===== config.mk =====
export PLATFORM = sky130hd
export DESIGN_NAME = capture_ctrl
export DESIGN_NICKNAME = d
export VERILOG_FILES = /design/src/rtl/capture_ctrl.sv
export SDC_FILE = /design/constraint.sdc
export NUM_CORES = 1
export LEC_CHECK = 0
export BUFFER_PORTS_ARGS = -buffer_cell sky130_fd_sc_hd__buf_2
export CORE_AREA = 4 4 128 130
export CTS_CLUSTER_SIZE = 10
export DETAILED_ROUTE_END_ITERATION = 12
export DIE_AREA = 0 0 132 134
export SLEW_MARGIN = 10
export SYNTH_ARGS = -nofsm -noshare
export SYNTH_HDL_FRONTEND = slang
export SYNTH_SLANG_ARGS = --single-unit

===== constraint.sdc =====
create_clock -name clk -period 3.23 [get_ports clk]
set_clock_uncertainty 0.2 [all_clocks]
set_input_delay 0.323 -clock clk [delete_from_list [all_inputs] [get_ports clk]]
set_output_delay 0.323 -clock clk [all_outputs]
set_load 0.05 [all_outputs]

===== src/rtl/capture_ctrl.sv =====
// Capture sequencer for the 8-channel logic analyzer. It paces the sampler, fills a circular
// capture RAM and stops a fixed number of samples after a masked level/edge trigger.
module capture_ctrl #(
    parameter int unsigned DEPTH_W = 10,
    parameter int unsigned DIV_W   = 16
) (
    input  logic               clk,
    input  logic               resetn,
    input  logic               arm,
    input  logic               abort,
    input  logic [DIV_W-1:0]   div,
    input  logic [DEPTH_W-1:0] pre_count,
    input  logic [7:0]         trig_mask,
    input  logic [7:0]         trig_value,
    input  logic               trig_edge,
    output logic               samp_enable,
    input  logic [7:0]         samp_data,
    input  logic               samp_valid,
    output logic               wr_en,
    output logic [DEPTH_W-1:0] wr_addr,
    output logic [7:0]         wr_data,
    output logic               busy,
    output logic               triggered,
    output logic               done,
    output logic [DEPTH_W-1:0] trig_addr,
    output logic [DEPTH_W-1:0] start_addr
);

    typedef enum logic [2:0] {
        StIdle,
        StPre,
        StWait,
        StPost,
        StDone
    } state_e;

    state_e state_q, state_d;

    // Shadow copies of the configuration, captured only on an accepted arm
    logic [DIV_W-1:0]   div_q, div_d;
    logic [DEPTH_W-1:0] pre_q, pre_d;
    logic [7:0]         mask_q, mask_d;
    logic [7:0]         value_q, value_d;
    logic               edge_q, edge_d;

    logic [DIV_W-1:0]   div_cnt_q, div_cnt_d;
    logic [DEPTH_W-1:0] ptr_q, ptr_d;
    logic [DEPTH_W-1:0] pre_cnt_q, pre_cnt_d;
    logic [DEPTH_W-1:0] post_rem_q, post_rem_d;
    logic [7:0]         prev_q, prev_d;
    logic               prev_vld_q, prev_vld_d;
    logic               triggered_q, triggered_d;
    logic [DEPTH_W-1:0] trig_addr_q, trig_addr_d;

    logic               busy_w;
    logic               wr_w;
    logic               cur_match;
    logic               prev_match;
    logic               trig_hit;
    logic [DEPTH_W-1:0] post_len;

    always_ff @(posedge clk or negedge resetn) begin
        if (!resetn) begin
            state_q     <= StIdle;
            div_q       <= '0;
            pre_q       <= '0;
            mask_q      <= '0;
            value_q     <= '0;
            edge_q      <= 1'b0;
            div_cnt_q   <= '0;
            ptr_q       <= '0;
            pre_cnt_q   <= '0;
            post_rem_q  <= '0;
            prev_q      <= '0;
            prev_vld_q  <= 1'b0;
            triggered_q <= 1'b0;
            trig_addr_q <= '0;
        end else begin
            state_q     <= state_d;
            div_q       <= div_d;
            pre_q       <= pre_d;
            mask_q      <= mask_d;
            value_q     <= value_d;
            edge_q      <= edge_d;
            div_cnt_q   <= div_cnt_d;
            ptr_q       <= ptr_d;
            pre_cnt_q   <= pre_cnt_d;
            post_rem_q  <= post_rem_d;
            prev_q      <= prev_d;
            prev_vld_q  <= prev_vld_d;
            triggered_q <= triggered_d;
            trig_addr_q <= trig_addr_d;
        end
    end

    always_comb begin
        busy_w     = (state_q == StPre) || (state_q == StWait) || (state_q == StPost);
        wr_w       = samp_valid && busy_w;
        cur_match  = ((samp_data ^ value_q) & mask_q) == 8'h00;
        prev_match = ((prev_q ^ value_q) & mask_q) == 8'h00;
        // Edge mode needs a written predecessor that did not match
        trig_hit   = wr_w && (state_q == StWait) &&
                     (edge_q ? (cur_match && prev_vld_q && !prev_match) : cur_match);
        // Samples still to be kept after the trigger sample fills the rest of the RAM
        post_len   = {DEPTH_W{1'b1}} - pre_q;
    end

    always_comb begin
        state_d     = state_q;
        div_d       = div_q;
        pre_d       = pre_q;
        mask_d      = mask_q;
        value_d     = value_q;
        edge_d      = edge_q;
        div_cnt_d   = div_cnt_q;
        ptr_d       = ptr_q;
        pre_cnt_d   = pre_cnt_q;
        post_rem_d  = post_rem_q;
        prev_d      = prev_q;
        prev_vld_d  = prev_vld_q;
        triggered_d = triggered_q;
        trig_addr_d = trig_addr_q;

        if (busy_w) begin
            div_cnt_d = (div_cnt_q == div_q) ? '0 : div_cnt_q + DIV_W'(1);
        end

        // The write of the current cycle lands even when abort is asserted
        if (wr_w) begin
            ptr_d      = ptr_q + DEPTH_W'(1);
            prev_d     = samp_data;
            prev_vld_d = 1'b1;
        end

        if (abort) begin
            state_d = StIdle;
        end else begin
            case (state_q)
                StIdle, StDone: begin
                    if (arm) begin
                        div_d       = div;
                        pre_d       = pre_count;
                        mask_d      = trig_mask;
                        value_d     = trig_value;
                        edge_d      = trig_edge;
                        div_cnt_d   = '0;
                        ptr_d       = '0;
                        pre_cnt_d   = '0;
                        post_rem_d  = '0;
                        prev_d      = '0;
                        prev_vld_d  = 1'b0;
                        triggered_d = 1'b0;
                        state_d     = (pre_count == '0) ? StWait : StPre;
                    end
                end
                StPre: begin
                    if (wr_w) begin
                        pre_cnt_d = pre_cnt_q + DEPTH_W'(1);
                        if (pre_cnt_d == pre_q) begin
                            state_d = StWait;
                        end
                    end
                end
                StWait: begin
                    if (trig_hit) begin
                        triggered_d = 1'b1;
                        trig_addr_d = ptr_q;
                        if (post_len == '0) begin
                            state_d = StDone;
                        end else begin
                            post_rem_d = post_len;
                            state_d    = StPost;
                        end
                    end
                end
                StPost: begin
                    if (wr_w) begin
                        post_rem_d = post_rem_q - DEPTH_W'(1);
                        if (post_rem_q == DEPTH_W'(1)) begin
                            state_d = StDone;
                        end
                    end
                end
                default: begin
                    state_d = StIdle;
                end
            endcase
        end
    end

    assign samp_enable = busy_w && (div_cnt_q == '0);
    assign wr_en       = wr_w;
    assign wr_addr     = ptr_q;
    assign wr_data     = samp_data;
    assign busy        = busy_w;
    assign done        = (state_q == StDone);
    assign triggered   = triggered_q;
    assign trig_addr   = trig_addr_q;
    // At least N samples were written, so the pointer now indexes the oldest one
    assign start_addr  = (state_q == StDone) ? ptr_q : '0;

endmodule


### Yosys cells after proc, flatten, opt, wreduce, memory -nomap -nowiden

Index checks and enable logic that the tools add are counted.

| word-level totals | value |
|---|---|
| register bits after elaboration | 112 |
| bits in latches | 0 |
| memory bits (writable) | 0 |
| bits in read-only memories | 0 |
| logic and storage cells | 106 |
| memories | 0 |

| cells by class | value |
|---|---|
| add/subtract/negate cells | 5 |
| multiply operators | 0 |
| div/mod/pow operators | 0 |
| magnitude comparators | 0 |
| equal/unequal tests | 18 |
| shifts and indexed selects | 0 |
| mux-type cells | 39 |
| bitwise operators | 5 |
| reductions and logical operators | 25 |

Operators by type and width:

| operator | number |
|---|---|
| two-way mux 10 bit | 10 |
| two-way mux 16 bit | 5 |
| two-way mux 8 bit | 4 |
| case mux 10 bit (3 select lines) | 1 |
| two-way mux 3 bit | 8 |
| adder 10 x 1 -> 10 bit, second input constant | 2 |
| zero test 10 bit | 2 |
| case mux 10 bit (2 select lines) | 1 |
| adder 16 x 1 -> 16 bit, second input constant | 1 |
| AND 8 bit | 2 |
| == test 16 bit | 1 |
| zero test 16 bit | 1 |
| zero test 8 bit | 2 |
| bitwise XOR 8 bit | 2 |
| != test 3 bit, second input constant | 4 |
| case mux 3 bit (4 select lines) | 1 |
| AND reduction 6 bit | 2 |
| == test 10 x 1 -> 1 bit, second input constant | 1 |
| == test 10 bit | 1 |
| != test 2 bit, second input constant | 5 |
| subtractor 10 x 1 -> 10 bit, second input constant | 1 |
| subtractor 10 bit, first input constant | 1 |
| AND reduction 4 bit | 2 |
| two-way mux 1 bit | 7 |
| other kinds (15) | 25 |

### Depth between registers and ports, before layout

Gate-level depths: netlist of the first run.

| depth | value |
|---|---|
| word-level depth | 10 |
| gate-level depth with buffers | 9 |
| depth with buffers taken out | 8 |

### Least setup slack after synthesis of the first run

OpenSTA, ideal clock, no wires.

| timing | value |
|---|---|
| path type | reg-to-reg |
| start | register state_q[0] |
| end | register prev_q[0] |
| arrival | 2.455 ns |
| slack | 0.439 ns |
| cell stages (with the launch flop) | 8 |
| buffers on the path | 1 |
| clock period less this slack | 2.791 ns |
| cells stage by stage | dfrtp_1 o21bai_1 clkinv_1 nand2_2 clkinv_1 buf_1 nand2_1 a21oi_1 |

| on the way | value |
|---|---|
| longest elaborated chain between the ends | 8 |
| elaborated cells between the ends (all ways) | 13 |

Ends and longest elaborated chain:

| item | RTL line | RTL |
|---|---|---|
| start, declared | 37 | `state_e state_q, state_d;` |
| start signal, assigned | 64 | `state_q <= StIdle;` |
| start signal, assigned | 79 | `state_q <= state_d;` |
| == test 3 x 1 -> 1 bit or == test 3 x 2 -> 1 bit (tied branches) | 97 | `busy_w = (state_q == StPre) \|\| (state_q == StWait) \|\| (state_q == StPost);` |
| logical OR 1 bit | 97 |  |
| logical OR 1 bit * | 97 |  |
| via busy | 22 | `output logic busy,` |
| logical AND 1 bit * | 98 | `wr_w = samp_valid && busy_w;` |
| via wr_en | 19 | `output logic wr_en,` |
| two-way mux 8 bit * | 129 | `if (wr_w) begin` |
| two-way mux 8 bit | 140 | `if (arm) begin` |
| two-way mux 8 bit | 138 | `case (state_q)` |
| two-way mux 8 bit * | 135 | `if (abort) begin` |
| via prev_d[0] | 50 | `logic [7:0] prev_q, prev_d;` |
| end signal, assigned | 89 | `prev_q <= prev_d;` |
| end, declared | 50 |  |

The timed path passes the listed nets; every way through them passes the cells marked *.
A chain may end at the register's enable or synchronous reset.

### Final worst setup path of the first run

| timing | value |
|---|---|
| start | register state_q[1] |
| end | register post_rem_q[0] |

| on the way | value |
|---|---|
| longest elaborated chain between the ends | 8 |
| elaborated cells between the ends (all ways) | 18 |

Ends and longest elaborated chain:

| item | RTL line | RTL |
|---|---|---|
| == test 3 x 1 -> 1 bit or == test 3 x 2 -> 1 bit (tied branches) | 97, 102, 138 |  |
| logical OR 1 bit (2 in a row) | 97 |  |
| logical AND 1 bit | 98 |  |
| logical AND 1 bit (2 in a row) | 102 | `trig_hit = wr_w && (state_q == StWait) &&` |
| != test 2 bit (no line) | - |  |
| AND reduction 6 bit (no line) | - |  |
| end signal, assigned | 88 | `post_rem_q <= post_rem_d;` |
| end, declared | 49 | `logic [DEPTH_W-1:0] post_rem_q, post_rem_d;` |

Several ways; a longest one is shown, not always the timed one.

==> results by stage, run 1 <==
Run status:
- The run finished with clean final reports.

Logic synthesis:
- Dividing the synthesized area by the synthesized cell count gives 9.99 sq um.
- Counting flops and latches in the post-synthesis netlist gives 112.
- When the netlist entered floorplanning its net count stood at between 600 and 700.
- The parity-gate share of the synthesized area counting xor and xnor cells is 8.63%.
- After synthesis, the share of flip-flops with an asynchronous set or reset is 100%.
- Summing the areas of all compound-gate instances in the mapped netlist gives 11.3% of the synthesized area.
- During synthesis, Yosys emitted a total of 0 warnings.
- The synthesized netlist occupies a cell area of 0.00598 sq mm.
- The dominant combinational cell family by area after synthesis is simple AND/OR/NAND/NOR gates.
- Of the total synthesized cell area, the portion taken by full adders, half adders and majority gates is under 10%.
- The unique cell type count in the Yosys netlist is between 50 and 60.
- The portion of synthesized area spent on multiplexers is 10.1%.
- After Yosys synthesis, and, or, nand and nor cells account for 17.5% of the synthesized area.
- The sequential-to-total area share from yosys stat is 46.8%.
- Among all flip-flop cells after synthesis, the most frequent one is sky130_fd_sc_hd__dfrtp_1.
- After technology mapping, the gate count stands at 599.
- The count of flip-flops with a built-in enable after synthesis is 0.

Placed design:
- The number of buffers inserted by port buffering is 98.
- Routability-driven placement finished with a final weighted congestion of 0.867.
- The HPWL after detailed placement is 10,500 um.

Floorplanning:
- The initial core utilization is between 30% and 40%.
- The overall die area is 0.0177 sq mm.
- The number of rows created at floorplan is 45.
- The die height is between 100 and 150 um.
- The number of I/O pins is 99.
- The die is approximately 130 um wide.
- In this run the standard cell core region covers 0.0151 sq mm.

STA:
- The final-report max-slew violation count is 0.
- Setup violations remaining at the end of the flow were counted as 0.
- Based on the critical path, the design can be clocked at up to 353 MHz.
- The worst path uses between 80 and 90% of the clock period.
- The worst slew margin relative to its limit is between 50% and 60%.
- The total count of hold-check failures in the final report was 0.
- The transition time of the tightest slew-check pin is 0.750 ns.
- The minimum clock period is between 2 and 3 ns.
- Setup repair after global routing left no endpoint under its margin.
- Adding up every negative setup slack in the final design gives 0 ns.

Drt:
- The antenna violation net count after detailed routing is 0.
- Across all layers, the routed design uses 4,758 vias.
- The DRC violation count after routing is 0.
- For this run, the detailed router's first-pass iteration total came to 5.
- The detailed router finished its first iteration with between 300 and 400 violations.
- Wires add up to between 10,000 and 15,000 um.
- The per-cell routed wire length is 16.3 um.
- The detail-routed via count per cell is 5.27.

GRT:
- Global routing used 17.0% of the available tracks.
- The maximum number of pins on one net before global-route repair is 58.
- The number of antenna violations at the first check in global routing is 0.
- For this run the aggregate overflow at the end of global routing stands at 0.
- The global-route wire length before repair is 24,400 um.
- The number of global-route vias before repair came to ~4,800.

Critical path:
- The peak per-stage delay on the critical path is 0.60 ns.
- The critical path goes through or3b_1 -> a21oi_1 -> nand2_1 -> a211oi_2 -> o211ai_2 -> or2_1 -> o31ai_1.
- The path type of the worst setup path is reg -> reg.
- The largest fanout on the critical path is 16.
- The number of buffers and inverters on the critical path is 0.
- The data required time of the critical path is between 3 and 4 ns.
- In this run the register-to-register setup slack is 0.40 ns.
- The worst setup path is launched from a flip-flop.
- The worst setup path is captured at a flip-flop.
- The worst path arrival time is approximately 2.9 ns.
- The critical path's slowest cell is sky130_fd_sc_hd__dfrtp_1.
- The cell family with the largest share of critical-path delay is compound AO/OA/AOI/OAI gates.

Pwr:
- Across the VDD grid, the largest voltage drop is approximately 410 uV.
- Internal power comes to 3.39 mW.
- The total power is 5.62 mW.
- The part of the power in registers is 42.6%.
- The clock network burns 19.7% of the power.
- The power per cell area is 778 mW/mm^2.
- The analysis attributes to net switching a power of 2.23 mW.
- The part of the total power dissipated in combinational logic is approximately 38%.
- The leakage power is roughly 3.3 nW.
- The switching part of the total is 39.7%.

Clock network:
- The clock reaches the later pin of the worst-skew pair after 0.36 ns.
- The master cell of the clock root buffer is sky130_fd_sc_hd__clkbuf_16.
- The H-tree was split into 3 levels.
- Clock-pin slew was measured on the worst setup and hold paths at 0.08 ns.
- The clock tree buffer depth is 2.
- CTS saw 112 sinks.
- The number of clock buffers added by TritonCTS is 9.
- After clock tree synthesis, the setup repair step added 0 buffers.
- The TritonCTS clock tree is yes.

Cells and area:
- Compared with the post-synthesis result, the final layout area differs by 20.7%.
- The net count of the finished layout is 771.
- The filler cell count is 1,405.
- Cells with a size suffix above 1 make up 26.1% of the layout.
- 0 antenna diodes ended up in the layout.

Run:
- The max-capacitance violation count is 0.

Hold path:
- The path class of the tightest hold or removal check is in -> reg.
-- worst paths after layout --
| path | to | from | cells past startpoint |
|---|---|---|---|
| min in group asynchronous | pre_q[2]$_DFFE_PN0P_ | resetn | 2 |
| setup reg to reg | post_rem_q[0]$_DFFE_PN0P_ | state_q[1]$_DFFE_PN0P_ | 7 |
| max in group asynchronous | mask_q[3]$_DFFE_PN0P_ | resetn | 3 |
| hold / removal | div_q[0]$_DFFE_PN0P_ | div[0] | 2 |
| hold reg to reg | trig_addr[7]$_DFFE_PN0P_ | trig_addr[7]$_DFFE_PN0P_ | 1 |
| setup / recovery | post_rem_q[0]$_DFFE_PN0P_ | state_q[1]$_DFFE_PN0P_ | 7 |
-- flip-flops by register name, indices dropped and copies added (netlist names) --
| register | cells |
|---|---|
| prev_vld_q | 1 |
| pre_cnt_q | 10 |
| value_q | 8 |
| mask_q | 8 |
| prev_q | 8 |
| trig_addr | 10 |
| edge_q | 1 |
| div_q | 16 |
| triggered | 1 |
| state_q | 3 |
| div_cnt_q | 16 |
| post_rem_q | 10 |
| pre_q | 10 |
| wr_addr | 10 |
-- power by group through the flow --
stage | Combinational, mW | Clock (mW) | Sequential (mW)
finish | 2.12 | 1.11 | 2.39
global route | 2.36 | 1.20 | 2.47
CTS | 2.13 | 1.14 | 2.39
detailed placement | 2.09 | 0 | 2.42
global placement | 2.05 | 0 | 2.40
floorplan | 1.61 | 0 | 2.28
-- through the flow --
step	utilization, %	hold slack, ns	setup slack, ns	cells	instance area [sq um]
6_report	47.7	0.0119	0.401	902	7220
5_1_grt	47.7	0.00534	0.209	902	7220
4_1_cts	47.6	0.000294	0.227	901	7210
3_5_place_dp	43.6	0.246	0.439	854	6600
3_3_place_gp	43.6	0.235	0.489	854	6600
2_1_floorplan	-	-0.173	0.439	599	5980
-- cells in the final DEF (no fill, tap or decap), types with 9 or more instances in the layout --
cell type | netlist | final
sky130_fd_sc_hd__nor4_1 | 11 | 11
sky130_fd_sc_hd__inv_1 | 13 | 13
sky130_fd_sc_hd__a21oi_1 | 27 | 27
sky130_fd_sc_hd__nand3_1 | 14 | 14
sky130_fd_sc_hd__buf_2 | 10 | 97
sky130_fd_sc_hd__o21ai_0 | 37 | 37
sky130_fd_sc_hd__clkbuf_16 | 0 | 9
sky130_fd_sc_hd__dfrtp_1 | 112 | 112
sky130_fd_sc_hd__and3_1 | 14 | 14
sky130_fd_sc_hd__xor2_1 | 33 | 33
sky130_fd_sc_hd__mux2_2 | 53 | 53
sky130_fd_sc_hd__nor3_1 | 10 | 10
sky130_fd_sc_hd__nand4_1 | 14 | 14
sky130_fd_sc_hd__xnor2_1 | 26 | 26
sky130_fd_sc_hd__nand2_1 | 45 | 45
sky130_fd_sc_hd__nor2_1 | 60 | 60
sky130_fd_sc_hd__dlygate4sd3_1 | 0 | 32
-- cell usage after synthesis (2+ instances only) --
| cell | instances | area share, % |
|---|---|---|
| sky130_fd_sc_hd__a211o_1 | 2 | 0.29 |
| sky130_fd_sc_hd__and4_1 | 4 | 0.59 |
| sky130_fd_sc_hd__or3_1 | 5 | 0.52 |
| sky130_fd_sc_hd__dfrtp_1 | 112 | 47 |
| sky130_fd_sc_hd__nand2_1 | 45 | 2.8 |
| sky130_fd_sc_hd__mux2_2 | 53 | 10 |
| sky130_fd_sc_hd__clkinv_1 | 2 | 0.13 |
| sky130_fd_sc_hd__xor2_1 | 33 | 4.8 |
| sky130_fd_sc_hd__nor2b_1 | 8 | 0.84 |
| sky130_fd_sc_hd__and2_1 | 2 | 0.21 |
| sky130_fd_sc_hd__nand2b_1 | 5 | 0.52 |
| sky130_fd_sc_hd__o41ai_1 | 4 | 0.59 |
| sky130_fd_sc_hd__ha_1 | 6 | 1.3 |
| sky130_fd_sc_hd__a31o_2 | 2 | 0.29 |
| sky130_fd_sc_hd__buf_2 | 10 | 0.84 |
| sky130_fd_sc_hd__o31ai_1 | 7 | 0.88 |
| sky130_fd_sc_hd__and3_1 | 14 | 1.5 |
| sky130_fd_sc_hd__o21bai_1 | 3 | 0.38 |
| sky130_fd_sc_hd__inv_1 | 13 | 0.82 |
| sky130_fd_sc_hd__a22oi_1 | 2 | 0.25 |
| sky130_fd_sc_hd__clkbuf_1 | 16 | 1.0 |
| sky130_fd_sc_hd__nand3_1 | 14 | 1.2 |
| sky130_fd_sc_hd__nor4_1 | 11 | 1.1 |
| sky130_fd_sc_hd__or4_1 | 2 | 0.25 |
| sky130_fd_sc_hd__buf_4 | 11 | 1.4 |
| sky130_fd_sc_hd__nor2_1 | 60 | 3.8 |
| sky130_fd_sc_hd__o21ai_0 | 37 | 3.1 |
| sky130_fd_sc_hd__or2_0 | 2 | 0.21 |
| sky130_fd_sc_hd__a22o_1 | 4 | 0.59 |
| sky130_fd_sc_hd__nor3_1 | 10 | 0.84 |
| sky130_fd_sc_hd__buf_1 | 2 | 0.13 |
| sky130_fd_sc_hd__nand3b_1 | 2 | 0.25 |
| sky130_fd_sc_hd__xnor2_1 | 26 | 3.8 |
| sky130_fd_sc_hd__nand4_1 | 14 | 1.5 |
| sky130_fd_sc_hd__a31oi_1 | 6 | 0.63 |
| sky130_fd_sc_hd__a21oi_1 | 27 | 2.3 |
-- logic make-up after synthesis --
family                     count (synthesis)
adders and majority gates                  6
buffers and inverters                     54
xor gates and xnor gates                  59
DFF                                      112
AOI/OAI and AO/OA                        107
and+or+nand+nor                          207
muxes                                     54
-- what timing repair did --
action | in CTS | in global routing
hold buffers | 31 | 1
hold endpoints to repair | 86 | 1
endpoints found under the setup margin | 0 | 1
resized for setup | 0 | 1
-- routing by layer --
| metal | GRT usage [%] | up-vias | routed length [um] |
|---|---|---|---|
| met5 | 0 | - | 0 |
| met3 | 4.24 | 16 | 615 |
| met2 | 28.0 | 111 | 7070 |
| met1 | 22.1 | 2313 | 6780 |
| met4 | 5.13 | 0 | 250 |
| li1 | - | 2318 | - |
-- area by class of cell --
cell class | instances | area [sq um] | area share, %
clock buffers | 12 | 256 | 3.55
clock inverters | 4 | 37.5 | 0.520
inverters | 15 | 56.3 | 0.780
multi-input cells | 433 | 2940 | 40.6
flip-flops and latches | 112 | 2800 | 38.8
well taps | 188 | 235 | 3.26
repair buffers | 138 | 898 | 12.4
(Power assumes the default switching activity.)
==> run 2, diff against run 1 <==
Clock period 3.23 ns to 2.7 ns, I/O delays scaled along.
==> results by stage, run 2 (synthesized netlist as in run 1, its figures left out) <==
Drt:
- In this run, the number of DRC markers left after iteration 0 of detailed routing was 306.
- Before antenna repair, the detailed router went through 5 iterations.
- The detail-routed via count per cell is 5.23.
- The per-cell routed wire length is about 16 um.
- For this run, design rule violations remaining after detail routing come to 0.
- Once detail routing completed, the nets flagged for antenna violations numbered 0.
- The final route contains 4,924 vias.
- After detailed routing, the total wire length is 15,400 um.

Floorplanning:
- 99 I/O pins were placed.
- The floorplan step set the die width to about 130 um.
- The area of the core is approximately 0.015 sq mm.
- In this run the core area contains 45 standard-cell rows.
- The overall die area is 0.0177 sq mm.
- The die is about 130 um tall.
- The initial core utilization is a little under 40%.

Cells and area:
- The area used by sequential logic in the layout is about 0.0028 sq mm.
- 0 antenna diodes ended up in the layout.
- The share of the core filled with cells in the final layout is 50.2%.
- The area of combinational cells with multiple inputs is 0.00297 sq mm.
- The largest registers in the layout are div_cnt_q x16, div_q x16.
- Leaving out fill and tap cells, the most frequent cells in the layout are sky130_fd_sc_hd__dfrtp_1, sky130_fd_sc_hd__buf_2, sky130_fd_sc_hd__nor2_1, sky130_fd_sc_hd__mux2_2, sky130_fd_sc_hd__dlygate4sd3_1.
- The non-filler instance count after layout is 941.
- The final-stage net count is between 800 and 900.
- Leaving out fill and tap cells, the most frequent cell in the layout is sky130_fd_sc_hd__dfrtp_1.
- Of the cells placed in the final design, the portion with a size suffix greater than 1 is 28.2%.
- After filler insertion, the fill cell instance count of the layout stands at roughly 1,300.
- The area growth from synthesis to layout is 27.1%.

Pwr:
- The total power is about 7 mW.
- Net switching is 39.3% of the power.
- Per report_power, the sequential group accounts for 41.0% of the total.
- The cell internal power dissipation is 4.19 mW.
- Of the total power, the clock network draws 19.1%.
- Summed over all cells, the static leakage comes to 3.44 nW.
- Combinational cells account for 39.9% of the total power.
- Dividing total power by cell area gives a power density of 908 mW/mm^2.
- The worst ir drop on vdd is approximately 600 uV.
- The net switching component of the power is 2.72 mW.

GRT:
- Entering global routing, the biggest net connects between 50 and 60 pins.
- The number of global-route vias before repair was about 5,000.
- The global routing usage summed across all routing layers is 17.9%.
- The number of antenna violations at the first check in global routing is 1.
- The first global-routing pass estimated 25,700 um of wire.
- Global routing finished with a remaining overflow of 0.

Critical path:
- Among the stages of the critical path, the cell type that occurs most often is sky130_fd_sc_hd__buf_4.
- Traced cell by cell, the critical path runs through ha_4 -> buf_4 -> nand3_1 -> nor4_1 -> a221o_1 -> nor3_1 -> a31oi_1 -> buf_4 -> or4_1 -> nand2_1.
- The data required time of the critical path is 2.80 ns.
- Of all nets on the critical path, the largest fanout is 5.
- The critical path's slowest cell is sky130_fd_sc_hd__or4_1.
- Data arrives at the worst endpoint at ~2.7 ns.
- The path type of the worst setup path is reg -> reg.
- STA classifies the critical path startpoint as a flip-flop.
- STA classifies the critical path endpoint as a flip-flop.
- On the worst path, the slowest cell contributes a delay of 0.49 ns.

STA:
- The smallest clock period supported by the final layout is computed as 2.62 ns.
- Setup repair after global routing could not meet its margin everywhere.
- For this run, the top clock speed supported by timing is 382 MHz.
- For the pin with the worst max-slew slack, the measured transition is 0.673 ns.
- The final-report max-slew violation count was 0.
- Headroom to the max-slew limit came out at 54.8%.
- The number of endpoints failing setup at the final stage is 0.
- The total count of hold-check failures in the final report is 0.
- Across all hold checks on the routed design, the worst slack comes to around 0.19 ns.
- The final critical path takes up a little over nine tenths of the cycle.

Clock network:
- TritonCTS built the clock tree.
- The count of H-tree levels built during CTS is 3.
- The number of sinks on the clock net is 112.
- In this run, CTS created clock tree buffers numbering 9.
- The clock latency reported for the late side of the worst-skew pair is 0.36 ns.
- After clock tree synthesis, the clock-pin slew on the worst setup and hold paths is about 0.08 ns.
- The master cell of the clock root buffer is sky130_fd_sc_hd__clkbuf_16.
- The clock tree buffer depth is 2.

Placed design:
- The count of buffers added on input and output ports is 98.
- The number of placed instances, taps included is 871.
- The detailed placement HPWL is 10,600 um.
- The routability congestion estimate from global placement is 0.886.

Run:
- The max-capacitance violation count is 0.

Run status:
- The flow ran to the end, and the final reports show no timing, DRC or antenna violations.

Hold path:
- The path class of the tightest hold or removal check is in -> reg.
[run 2: changes by cell type in the layout (fill, tap and decap cells not counted), sizes merged]
cell / previous run / this run
clkinvlp: 0 / 1
buf: 106 / 125
clkinv: 5 / 2
dlygate4sd3: 32 / 52
inv: 14 / 16
[run 2: power by group through the flow]
stage	clock network, mW	logic [mW]	registers [mW]
finish	1.32	2.76	2.83
global placement	0	2.61	2.82
floorplan	0	1.93	2.73
detailed placement	0	2.65	2.85
global route	1.42	3.07	2.91
CTS	1.36	2.72	2.82
[run 2: worst paths after layout]
path	start	to	slack, ns	depth (start not counted)
hold / removal	samp_valid	prev_q[0]$_DFF_PN0_	0.19	4
hold reg to reg	trig_addr[2]$_DFFE_PN0P_	trig_addr[2]$_DFFE_PN0P_	0.31	1
min in group asynchronous	resetn	pre_q[6]$_DFFE_PN0P_	0.29	2
setup / recovery	pre_cnt_q[0]$_DFFE_PN0P_	state_q[0]$_DFFE_PN0P_	0.08	10
setup reg to reg	pre_cnt_q[0]$_DFFE_PN0P_	state_q[0]$_DFFE_PN0P_	0.08	10
max in group asynchronous	resetn	trig_addr[7]$_DFFE_PN0P_	1.37	3
[run 2: area by class of cell]
| cell class | count | share of cell area (%) |
|---|---|---|
| multi-input combinational | 433 | 39.0 |
| sequential | 112 | 36.9 |
| clock buffer | 12 | 3.37 |
| tap | 188 | 3.09 |
| clock inverter | 4 | 0.444 |
| inverter | 15 | 0.757 |
| timing repair buffer | 177 | 16.5 |
[run 2: routing by layer]
layer	global-route usage (%)	wire, um
met5	0	12
met4	6.53	281
met3	3.75	578
met2	28.8	7530
met1	23.8	6970
[run 2: per-stage QoR]
step	setup WS, ns	area (sq um)	setup TNS, ns
floorplan	0.172	5990	0
global placement	0.0330	6750	0
detailed placement	0.0108	6750	0
CTS	0.00363	7560	0
global route	-0.0409	7610	-0.0589
finish	0.0835	7610	0
[run 2: worst max-delay path, delay by kind of cell (launching register included)]
kind,cells,cell delay [ns]
compound gates,2,0.41
flops,1,0.46
buf+inv,2,0.32
fa+ha+maj,1,0.19
simple gates,5,0.97
[run 2: timing repair]
item / CTS / global route
endpoints found under the hold margin: 98 / 0
setup endpoints to repair: 1 / 15
gates cloned: 0 / 0
pin swaps: 0 / 2
hold buffers: 52 / 0
resized for setup: 1 / 9
setup buffers: 0 / 2
